## src/rtl/pipe_pkg.sv

```systemverilog
// Shared definitions for valid/ready pipeline stages.
// Contents:
//   WB_REGWRITE / WB_MEMTOREG  bit positions inside the write-back control field
//   CNT_EMPTY / CNT_ONE / CNT_TWO  occupancy encodings reported on count outputs
//   skid_state_e               two-entry skid buffer state, encoded as its occupancy
//   memwb_payload_t            reference payload layout at the default MEM/WB widths
package pipe_pkg;

   localparam int unsigned WB_REGWRITE = 0;
   localparam int unsigned WB_MEMTOREG = 1;

   localparam logic [1:0] CNT_EMPTY = 2'd0;
   localparam logic [1:0] CNT_ONE   = 2'd1;
   localparam logic [1:0] CNT_TWO   = 2'd2;

   localparam int unsigned DEF_DATA_W = 32;
   localparam int unsigned DEF_ADDR_W = 5;
   localparam int unsigned DEF_CTRL_W = 2;

   // State codes equal the occupancy so the count output is the state register itself.
   typedef enum logic [1:0] {
      StEmpty = CNT_EMPTY,
      StOne   = CNT_ONE,
      StTwo   = CNT_TWO
   } skid_state_e;

   // Field order {ctrl, memdata, regdata, regaddr}; stages with other widths declare
   // the same layout locally from their own parameters.
   typedef struct packed {
      logic [DEF_CTRL_W-1:0] ctrl;
      logic [DEF_DATA_W-1:0] memdata;
      logic [DEF_DATA_W-1:0] regdata;
      logic [DEF_ADDR_W-1:0] regaddr;
   } memwb_payload_t;

endpackage

```

## src/rtl/memwb_skid_stage_if.sv

```systemverilog
// Bundle of handshake, control and payload signals around the MEM/WB skid stage.
// Modports:
//   slave  - the stage itself: takes upstream payload/valid and downstream ready,
//            drives in_ready_o, head outputs and count_o
//   master - the environment driving the stage (MEM stage plus write-back consumer)
interface memwb_skid_stage_if #(
   parameter int unsigned DATA_W = 32,
   parameter int unsigned ADDR_W = 5,
   parameter int unsigned CTRL_W = 2
) ();

   logic              flush_i;
   logic              in_valid_i;
   logic              in_ready_o;
   logic [CTRL_W-1:0] WB_i;
   logic [DATA_W-1:0] MemData_i;
   logic [DATA_W-1:0] RegData_i;
   logic [ADDR_W-1:0] RegAddr_i;

   logic              out_valid_o;
   logic              out_ready_i;
   logic              RegWrite_o;
   logic              MemtoReg_o;
   logic [CTRL_W-1:0] ctrl_o;
   logic [DATA_W-1:0] MemData_o;
   logic [DATA_W-1:0] RegData_o;
   logic [ADDR_W-1:0] RegAddr_o;
   logic [DATA_W-1:0] WBData_o;
   logic [1:0]        count_o;

   modport slave (
      input  flush_i, in_valid_i, WB_i, MemData_i, RegData_i, RegAddr_i, out_ready_i,
      output in_ready_o, out_valid_o, RegWrite_o, MemtoReg_o, ctrl_o, MemData_o,
             RegData_o, RegAddr_o, WBData_o, count_o
   );

   modport master (
      output flush_i, in_valid_i, WB_i, MemData_i, RegData_i, RegAddr_i, out_ready_i,
      input  in_ready_o, out_valid_o, RegWrite_o, MemtoReg_o, ctrl_o, MemData_o,
             RegData_o, RegAddr_o, WBData_o, count_o
   );

endinterface

```

## src/rtl/pipe_skid_buf.sv

```systemverilog
// Generic two-entry valid/ready skid buffer, strictly FIFO.
// Ports:
//   clk_i, rst_i         clock, asynchronous active-high reset
//   flush_i              synchronous drop of both entries (beats a simultaneous input)
//   in_valid_i/in_ready_o/in_data_i     upstream side; in_ready_o is registered
//   out_valid_o/out_ready_i/out_data_o  downstream side; out_data_o is the head register
//   count_o              entries held, 0..2
module pipe_skid_buf
   import pipe_pkg::*;
#(
   parameter int unsigned PAYLOAD_W = 8
) (
   input  logic                 clk_i,
   input  logic                 rst_i,
   input  logic                 flush_i,
   input  logic                 in_valid_i,
   output logic                 in_ready_o,
   input  logic [PAYLOAD_W-1:0] in_data_i,
   output logic                 out_valid_o,
   input  logic                 out_ready_i,
   output logic [PAYLOAD_W-1:0] out_data_o,
   output logic [1:0]           count_o
);

   skid_state_e          state_q, state_d;
   logic [PAYLOAD_W-1:0] head_q, head_d;
   logic [PAYLOAD_W-1:0] skid_q, skid_d;
   logic                 in_xfer, out_xfer;

   // Both handshake flags come from state_q only, so out_ready_i never reaches in_ready_o.
   assign in_ready_o  = (state_q != StTwo);
   assign out_valid_o = (state_q != StEmpty);
   assign out_data_o  = head_q;
   assign count_o     = state_q;

   assign in_xfer  = in_valid_i & in_ready_o;
   assign out_xfer = out_valid_o & out_ready_i;

   always_comb begin
      state_d = state_q;
      head_d  = head_q;
      skid_d  = skid_q;
      if (flush_i) begin
         // Payload registers keep their contents; only occupancy is cleared.
         state_d = StEmpty;
      end else begin
         unique case (state_q)
            StEmpty: begin
               if (in_xfer) begin
                  head_d  = in_data_i;
                  state_d = StOne;
               end
            end
            StOne: begin
               if (in_xfer && out_xfer) begin
                  head_d = in_data_i;
               end else if (in_xfer) begin
                  skid_d  = in_data_i;
                  state_d = StTwo;
               end else if (out_xfer) begin
                  state_d = StEmpty;
               end
            end
            StTwo: begin
               if (out_xfer) begin
                  head_d  = skid_q;
                  state_d = StOne;
               end
            end
            default: state_d = StEmpty;
         endcase
      end
   end

   always_ff @(posedge clk_i or posedge rst_i) begin
      if (rst_i) begin
         state_q <= StEmpty;
         head_q  <= '0;
         skid_q  <= '0;
      end else begin
         state_q <= state_d;
         head_q  <= head_d;
         skid_q  <= skid_d;
      end
   end

endmodule

```

## src/rtl/memwb_skid_stage.sv

```systemverilog
// MEM/WB pipeline stage with a two-entry skid buffer and valid/ready on both sides.
// Ports:
//   clk_i  clock, rising edge
//   rst_i  asynchronous active-high reset; clears occupancy and all payload/outputs
//   bus    memwb_skid_stage_if.slave: flush, upstream handshake + WB/MemData/RegData/
//          RegAddr payload, downstream handshake, head fields, WBData mux, count
// GATE_WE = 1 forces RegWrite_o low whenever no valid head is present.
module memwb_skid_stage
   import pipe_pkg::*;
#(
   parameter int unsigned DATA_W  = 32,
   parameter int unsigned ADDR_W  = 5,
   parameter int unsigned CTRL_W  = 2,
   parameter bit          GATE_WE = 1'b1
) (
   input  logic                clk_i,
   input  logic                rst_i,
   memwb_skid_stage_if.slave   bus
);

   typedef struct packed {
      logic [CTRL_W-1:0] ctrl;
      logic [DATA_W-1:0] memdata;
      logic [DATA_W-1:0] regdata;
      logic [ADDR_W-1:0] regaddr;
   } payload_t;

   localparam int unsigned PAYLOAD_W = $bits(payload_t);

   payload_t in_pl;
   payload_t head;
   logic     head_valid;

   assign in_pl.ctrl    = bus.WB_i;
   assign in_pl.memdata = bus.MemData_i;
   assign in_pl.regdata = bus.RegData_i;
   assign in_pl.regaddr = bus.RegAddr_i;

   pipe_skid_buf #(
      .PAYLOAD_W (PAYLOAD_W)
   ) u_skid_buf (
      .clk_i       (clk_i),
      .rst_i       (rst_i),
      .flush_i     (bus.flush_i),
      .in_valid_i  (bus.in_valid_i),
      .in_ready_o  (bus.in_ready_o),
      .in_data_i   (in_pl),
      .out_valid_o (head_valid),
      .out_ready_i (bus.out_ready_i),
      .out_data_o  (head),
      .count_o     (bus.count_o)
   );

   assign bus.out_valid_o = head_valid;
   assign bus.ctrl_o      = head.ctrl;
   assign bus.MemData_o   = head.memdata;
   assign bus.RegData_o   = head.regdata;
   assign bus.RegAddr_o   = head.regaddr;
   assign bus.MemtoReg_o  = head.ctrl[WB_MEMTOREG];
   assign bus.RegWrite_o  = GATE_WE ? (head.ctrl[WB_REGWRITE] & head_valid)
                                    : head.ctrl[WB_REGWRITE];
   assign bus.WBData_o    = head.ctrl[WB_MEMTOREG] ? head.memdata : head.regdata;

endmodule

```

## src/flat_wrapper.sv

```systemverilog
// flat-port wrapper written by rule: the top's interface ports become plain ports
module memwb_skid_stage_flat import pipe_pkg::*;
#(
   parameter int unsigned DATA_W  = 32,
   parameter int unsigned ADDR_W  = 5,
   parameter int unsigned CTRL_W  = 2,
   parameter bit          GATE_WE = 1'b1
)
  (clk_i, rst_i, bus_flush_i, bus_in_valid_i, bus_WB_i, bus_MemData_i, bus_RegData_i, bus_RegAddr_i, bus_out_ready_i, bus_in_ready_o, bus_out_valid_o, bus_RegWrite_o, bus_MemtoReg_o, bus_ctrl_o, bus_MemData_o, bus_RegData_o, bus_RegAddr_o, bus_WBData_o, bus_count_o);
  memwb_skid_stage_if #(.DATA_W(DATA_W), .ADDR_W(ADDR_W), .CTRL_W(CTRL_W)) bus_i ();
  input  logic clk_i;
  input  logic rst_i;
  input wire logic [$bits(bus_i.flush_i)-1:0] bus_flush_i;
  input wire logic [$bits(bus_i.in_valid_i)-1:0] bus_in_valid_i;
  input wire logic [$bits(bus_i.WB_i)-1:0] bus_WB_i;
  input wire logic [$bits(bus_i.MemData_i)-1:0] bus_MemData_i;
  input wire logic [$bits(bus_i.RegData_i)-1:0] bus_RegData_i;
  input wire logic [$bits(bus_i.RegAddr_i)-1:0] bus_RegAddr_i;
  input wire logic [$bits(bus_i.out_ready_i)-1:0] bus_out_ready_i;
  output wire logic [$bits(bus_i.in_ready_o)-1:0] bus_in_ready_o;
  output wire logic [$bits(bus_i.out_valid_o)-1:0] bus_out_valid_o;
  output wire logic [$bits(bus_i.RegWrite_o)-1:0] bus_RegWrite_o;
  output wire logic [$bits(bus_i.MemtoReg_o)-1:0] bus_MemtoReg_o;
  output wire logic [$bits(bus_i.ctrl_o)-1:0] bus_ctrl_o;
  output wire logic [$bits(bus_i.MemData_o)-1:0] bus_MemData_o;
  output wire logic [$bits(bus_i.RegData_o)-1:0] bus_RegData_o;
  output wire logic [$bits(bus_i.RegAddr_o)-1:0] bus_RegAddr_o;
  output wire logic [$bits(bus_i.WBData_o)-1:0] bus_WBData_o;
  output wire logic [$bits(bus_i.count_o)-1:0] bus_count_o;
  assign bus_i.flush_i = bus_flush_i;
  assign bus_i.in_valid_i = bus_in_valid_i;
  assign bus_i.WB_i = bus_WB_i;
  assign bus_i.MemData_i = bus_MemData_i;
  assign bus_i.RegData_i = bus_RegData_i;
  assign bus_i.RegAddr_i = bus_RegAddr_i;
  assign bus_i.out_ready_i = bus_out_ready_i;
  assign bus_in_ready_o = bus_i.in_ready_o;
  assign bus_out_valid_o = bus_i.out_valid_o;
  assign bus_RegWrite_o = bus_i.RegWrite_o;
  assign bus_MemtoReg_o = bus_i.MemtoReg_o;
  assign bus_ctrl_o = bus_i.ctrl_o;
  assign bus_MemData_o = bus_i.MemData_o;
  assign bus_RegData_o = bus_i.RegData_o;
  assign bus_RegAddr_o = bus_i.RegAddr_o;
  assign bus_WBData_o = bus_i.WBData_o;
  assign bus_count_o = bus_i.count_o;
  memwb_skid_stage #(.DATA_W(DATA_W), .ADDR_W(ADDR_W), .CTRL_W(CTRL_W), .GATE_WE(GATE_WE)) u_core (.clk_i(clk_i), .rst_i(rst_i), .bus(bus_i));
endmodule
```

## config.mk

```make
export PLATFORM = sky130hd
export DESIGN_NAME = memwb_skid_stage_flat
export DESIGN_NICKNAME = d
export VERILOG_FILES = /design/src/rtl/pipe_pkg.sv /design/src/rtl/memwb_skid_stage_if.sv /design/src/rtl/pipe_skid_buf.sv /design/src/rtl/memwb_skid_stage.sv /design/src/flat_wrapper.sv
export SDC_FILE = /design/constraint.sdc
export NUM_CORES = 1
export LEC_CHECK = 0
export BUFFER_PORTS_ARGS = -buffer_cell sky130_fd_sc_hd__clkbuf_2
export CELL_PAD_IN_SITES_DETAIL_PLACEMENT = 1
export CELL_PAD_IN_SITES_GLOBAL_PLACEMENT = 1
export CORE_MARGIN = 2
export CORE_UTILIZATION = 46
export DETAILED_ROUTE_END_ITERATION = 16
export PLACE_DENSITY_LB_ADDON = 0.1
export RECOVER_POWER = 50
export SETUP_SLACK_MARGIN = 0.15
export SYNTH_ARGS = -nofsm -noshare
export SYNTH_HDL_FRONTEND = slang
export SYNTH_SLANG_ARGS = --single-unit
```

## constraint.sdc

```tcl
create_clock -name clk_i -period 7.5 [get_ports clk_i]
set_clock_uncertainty 0.1 [all_clocks]
set_input_delay 1.125 -clock clk_i [delete_from_list [all_inputs] [get_ports clk_i]]
set_output_delay 1.125 -clock clk_i [all_outputs]
set_load 0.01 [all_outputs]
```

==> reports/qor.yml <==
final_layout:
  final_cells: 805
  multi_input_area_sq_mm: 0.002883
  final_cell_mix: "mux2_2, dfrtp_1, clkbuf_2"
  seq_area_sq_mm: 0.003605
  n_fill_cell: 1451
  final_common_cell: "mux2_2"
  final_layout_size_suffix_gt1_share_pct: 63.36
  nets: 689
  area_growth_syn_to_layout_pct: 23.42
  antenna_cells: 0
synth:
  ys_ff_latch: 144
  synth_area_leader_cell: "dfrtp_1"
  synthTopCellsByArea: "dfrtp_1, mux2_2, buf_6, buf_2, clkbuf_1"
  syn_avg_cell_area_sq_um: 15.32
  yosysWarnings: 0
  post-synth-top-area-fraction_pct: 54.08
  syn-num-nets: 511
  synthCells: 435
  seq_area_frac_synth_pct: 54.08
  ys_types: 23
  synthesis.area_sq_mm: 0.006663
grt:
  grt_pass1_wl_microns: 24810
  antenna_found_initial: 0
  grt_max_degree: 77
  grt_usage_pct: 20.31
  grt_pass1_vias: 4717
  overflow: 0
critical_path:
  cpMostUsedCell: "clkbuf_2"
  rr_worst_depth: 4
  reg2reg_to: "u_core.u_skid_buf.out_data_o[46]"
  critPathTopFamily: "buffers and inverters"
  critPathBufInv: 3
  slowest_stage: "clkinvlp_2"
  start_kind: "input port"
  required_ns: 7.43
  reg2reg_slack_ns: 4.26
  slowest_delay_ns: 1.66
  endpoint_kind: "asynchronous set/reset pin"
  reg2reg_from: "u_core.u_skid_buf.count_o[1]"
  cp.arrival_ns: 4.52
  crit_fanout: 76
  crit_chain: "clkbuf_2, clkinvlp_2, clkbuf_2"
  critPathKind: "input port to asynchronous set/reset pin"
sta:
  tightest_slew_ns: 2.952
  hold_violations: 0
  fmax_mhz: 217.6
  maxSlewHeadroom_pct: -97.85
  setup_violations: 0
  final_max_slew_viol_count: 147
  fin_crit_ns: 4.596
  rsz0062_at_grt: "false"
  fin_tns_setup_ns: 0
  fin_crit_sh_pct: 61.28
job:
  maxCapViolations: 2
drt:
  post_drt_wl_per_cell_microns: 18.77
  drt_iter0_markers: 131
  vias: 4258
  viasPerCell: 5.289
  drc: 0
  drt-total-wl_microns: 15110
  first_pass_iters: 3
  postRouteAntennaNets: 0
placed_design:
  dp_hpwl_microns: 9998
  port_buffers: 184
  globalplace.congestion: 0.7165
  placed_cells: 774
die:
  ios: 185
  die_w_microns: 124.4
  fp-row-count: 43
  die_area_sq_mm: 0.01546
  die_h_microns: 124.4
  core_sq_mm: 0.01399
  initial_core_util_pct: 47.63
clock_tree:
  cts_tree: "done"
  htree_levels: 4
  post_cts_buffers: 0
  clk_pin_slew_ns: 0.06
  cts_sinks: 144
  post_cts_resized: 0
  cts_hold_buffers: 0
  cts_root_buffer: "clkbuf_16"
  clock_path_buffers: 2
  cts_made_buffers: 17
  insertion_delay_ns: 0.41
outcome:
  status: "finished with violations"
  violations: "capacitance limit, slew limit"
worst_hold_path:
  whs_path_depth: 1
  whs_endpoint: "u_core.u_skid_buf.out_data_o[4]"
  holdCritStartpoint: "u_core.u_skid_buf.out_data_o[4]"
  min_path_type: "register to register"
pwr:
  p_leak_nw: 3.658
  power_density_mw_per_mm2: 312.4
  vdd_drop_max_mv: 0.1490
==> worst reg2reg max path: stages (launching register included) <==
cell     delay, ns
dfrtp_1       0.47
mux2i_1       0.17
o31ai_1       1.07
buf_4         0.87
mux2_2        0.45
==> cell type report <==
type / count / share of cell area (%)
inverters: 2 / 0.1065
repair buffers: 187 / 10.33
flip-flops and latches: 144 / 43.84
clock buffers: 20 / 5.676
clock inverters: 11 / 2.252
well taps: 180 / 2.739
multi-input cells: 261 / 35.06
==> power breakdown <==
part	switching, mW	total (mW)	internal [mW]
sequential	0.137	1.10	0.968
combinational	0.237	0.542	0.305
clock	0.310	0.922	0.612
==> registers in the layout, summed over array words and instances (netlist names) <==
| register | cells |
|---|---|
| u_core.u_skid_buf.count_o | 2 |
| u_core.u_skid_buf.out_data_o | 71 |
| u_core.u_skid_buf.skid_q | 71 |
==> metrics by stage <==
stage                     utilization, %  power (mW)  hold WS [ns]  area [sq um]  worst slack [ns]
after detailed placement           54.92       1.692        0.3872          7682             4.029
after global placement             54.92       1.655        0.3812          7682             4.039
after CTS                          59.58       2.625        0.4031          8334             3.783
after global routing               58.78       2.708        0.4107          8223             2.122
after floorplan                        -       1.449        0.3737          6663             2.409
final                              58.78       2.569        0.3962          8223             2.904
==> Yosys cell counts <==
cell type    n
nand3_1      1
nor2_1       2
mux2i_1      1
a21oi_1      2
or3b_2       1
inv_1        1
clkbuf_2     1
mux2_1       1
nor3_1       1
nand2_1      1
nor2b_1      2
buf_4        1
o21ba_2      1
o31ai_4      1
buf_6        7
or4bb_1      1
clkbuf_1     9
or2_2        1
buf_2       10
and2_1       1
mux2_2     244
dfrtp_1    144
inv_2        1
==> logic make-up after synthesis <==
family	share of synthesized area, %
muxes	41.56
buffers and inverters	2.742
and+or+nand+nor	0.9953
DFF	54.08
AOI/OAI and AO/OA	0.6197
==> routing by layer <==
layer | vias up | global-route usage [%] | wire [microns]
met5 | - | 0 | 0
li1 | 1928 | - | -
met1 | 2191 | 24.70 | 6250
met3 | 19 | 5.928 | 862
met4 | 0 | 7.469 | 267
met2 | 120 | 34.30 | 7727
==> worst max path at each step <==
stage | from | end | depth (start not counted)
after detailed placement | bus_flush_i | u_core.u_skid_buf.out_data_o[40] | 5
after CTS | u_core.u_skid_buf.count_o[1] | bus_in_ready_o | 4
after global placement | bus_flush_i | u_core.u_skid_buf.out_data_o[12] | 5
final | rst_i | u_core.u_skid_buf.out_data_o[70] | 3
after floorplan | rst_i | u_core.u_skid_buf.count_o[0] | 1
after global routing | rst_i | u_core.u_skid_buf.out_data_o[70] | 3
No activity file was read; power rests on OpenSTA's default activity.
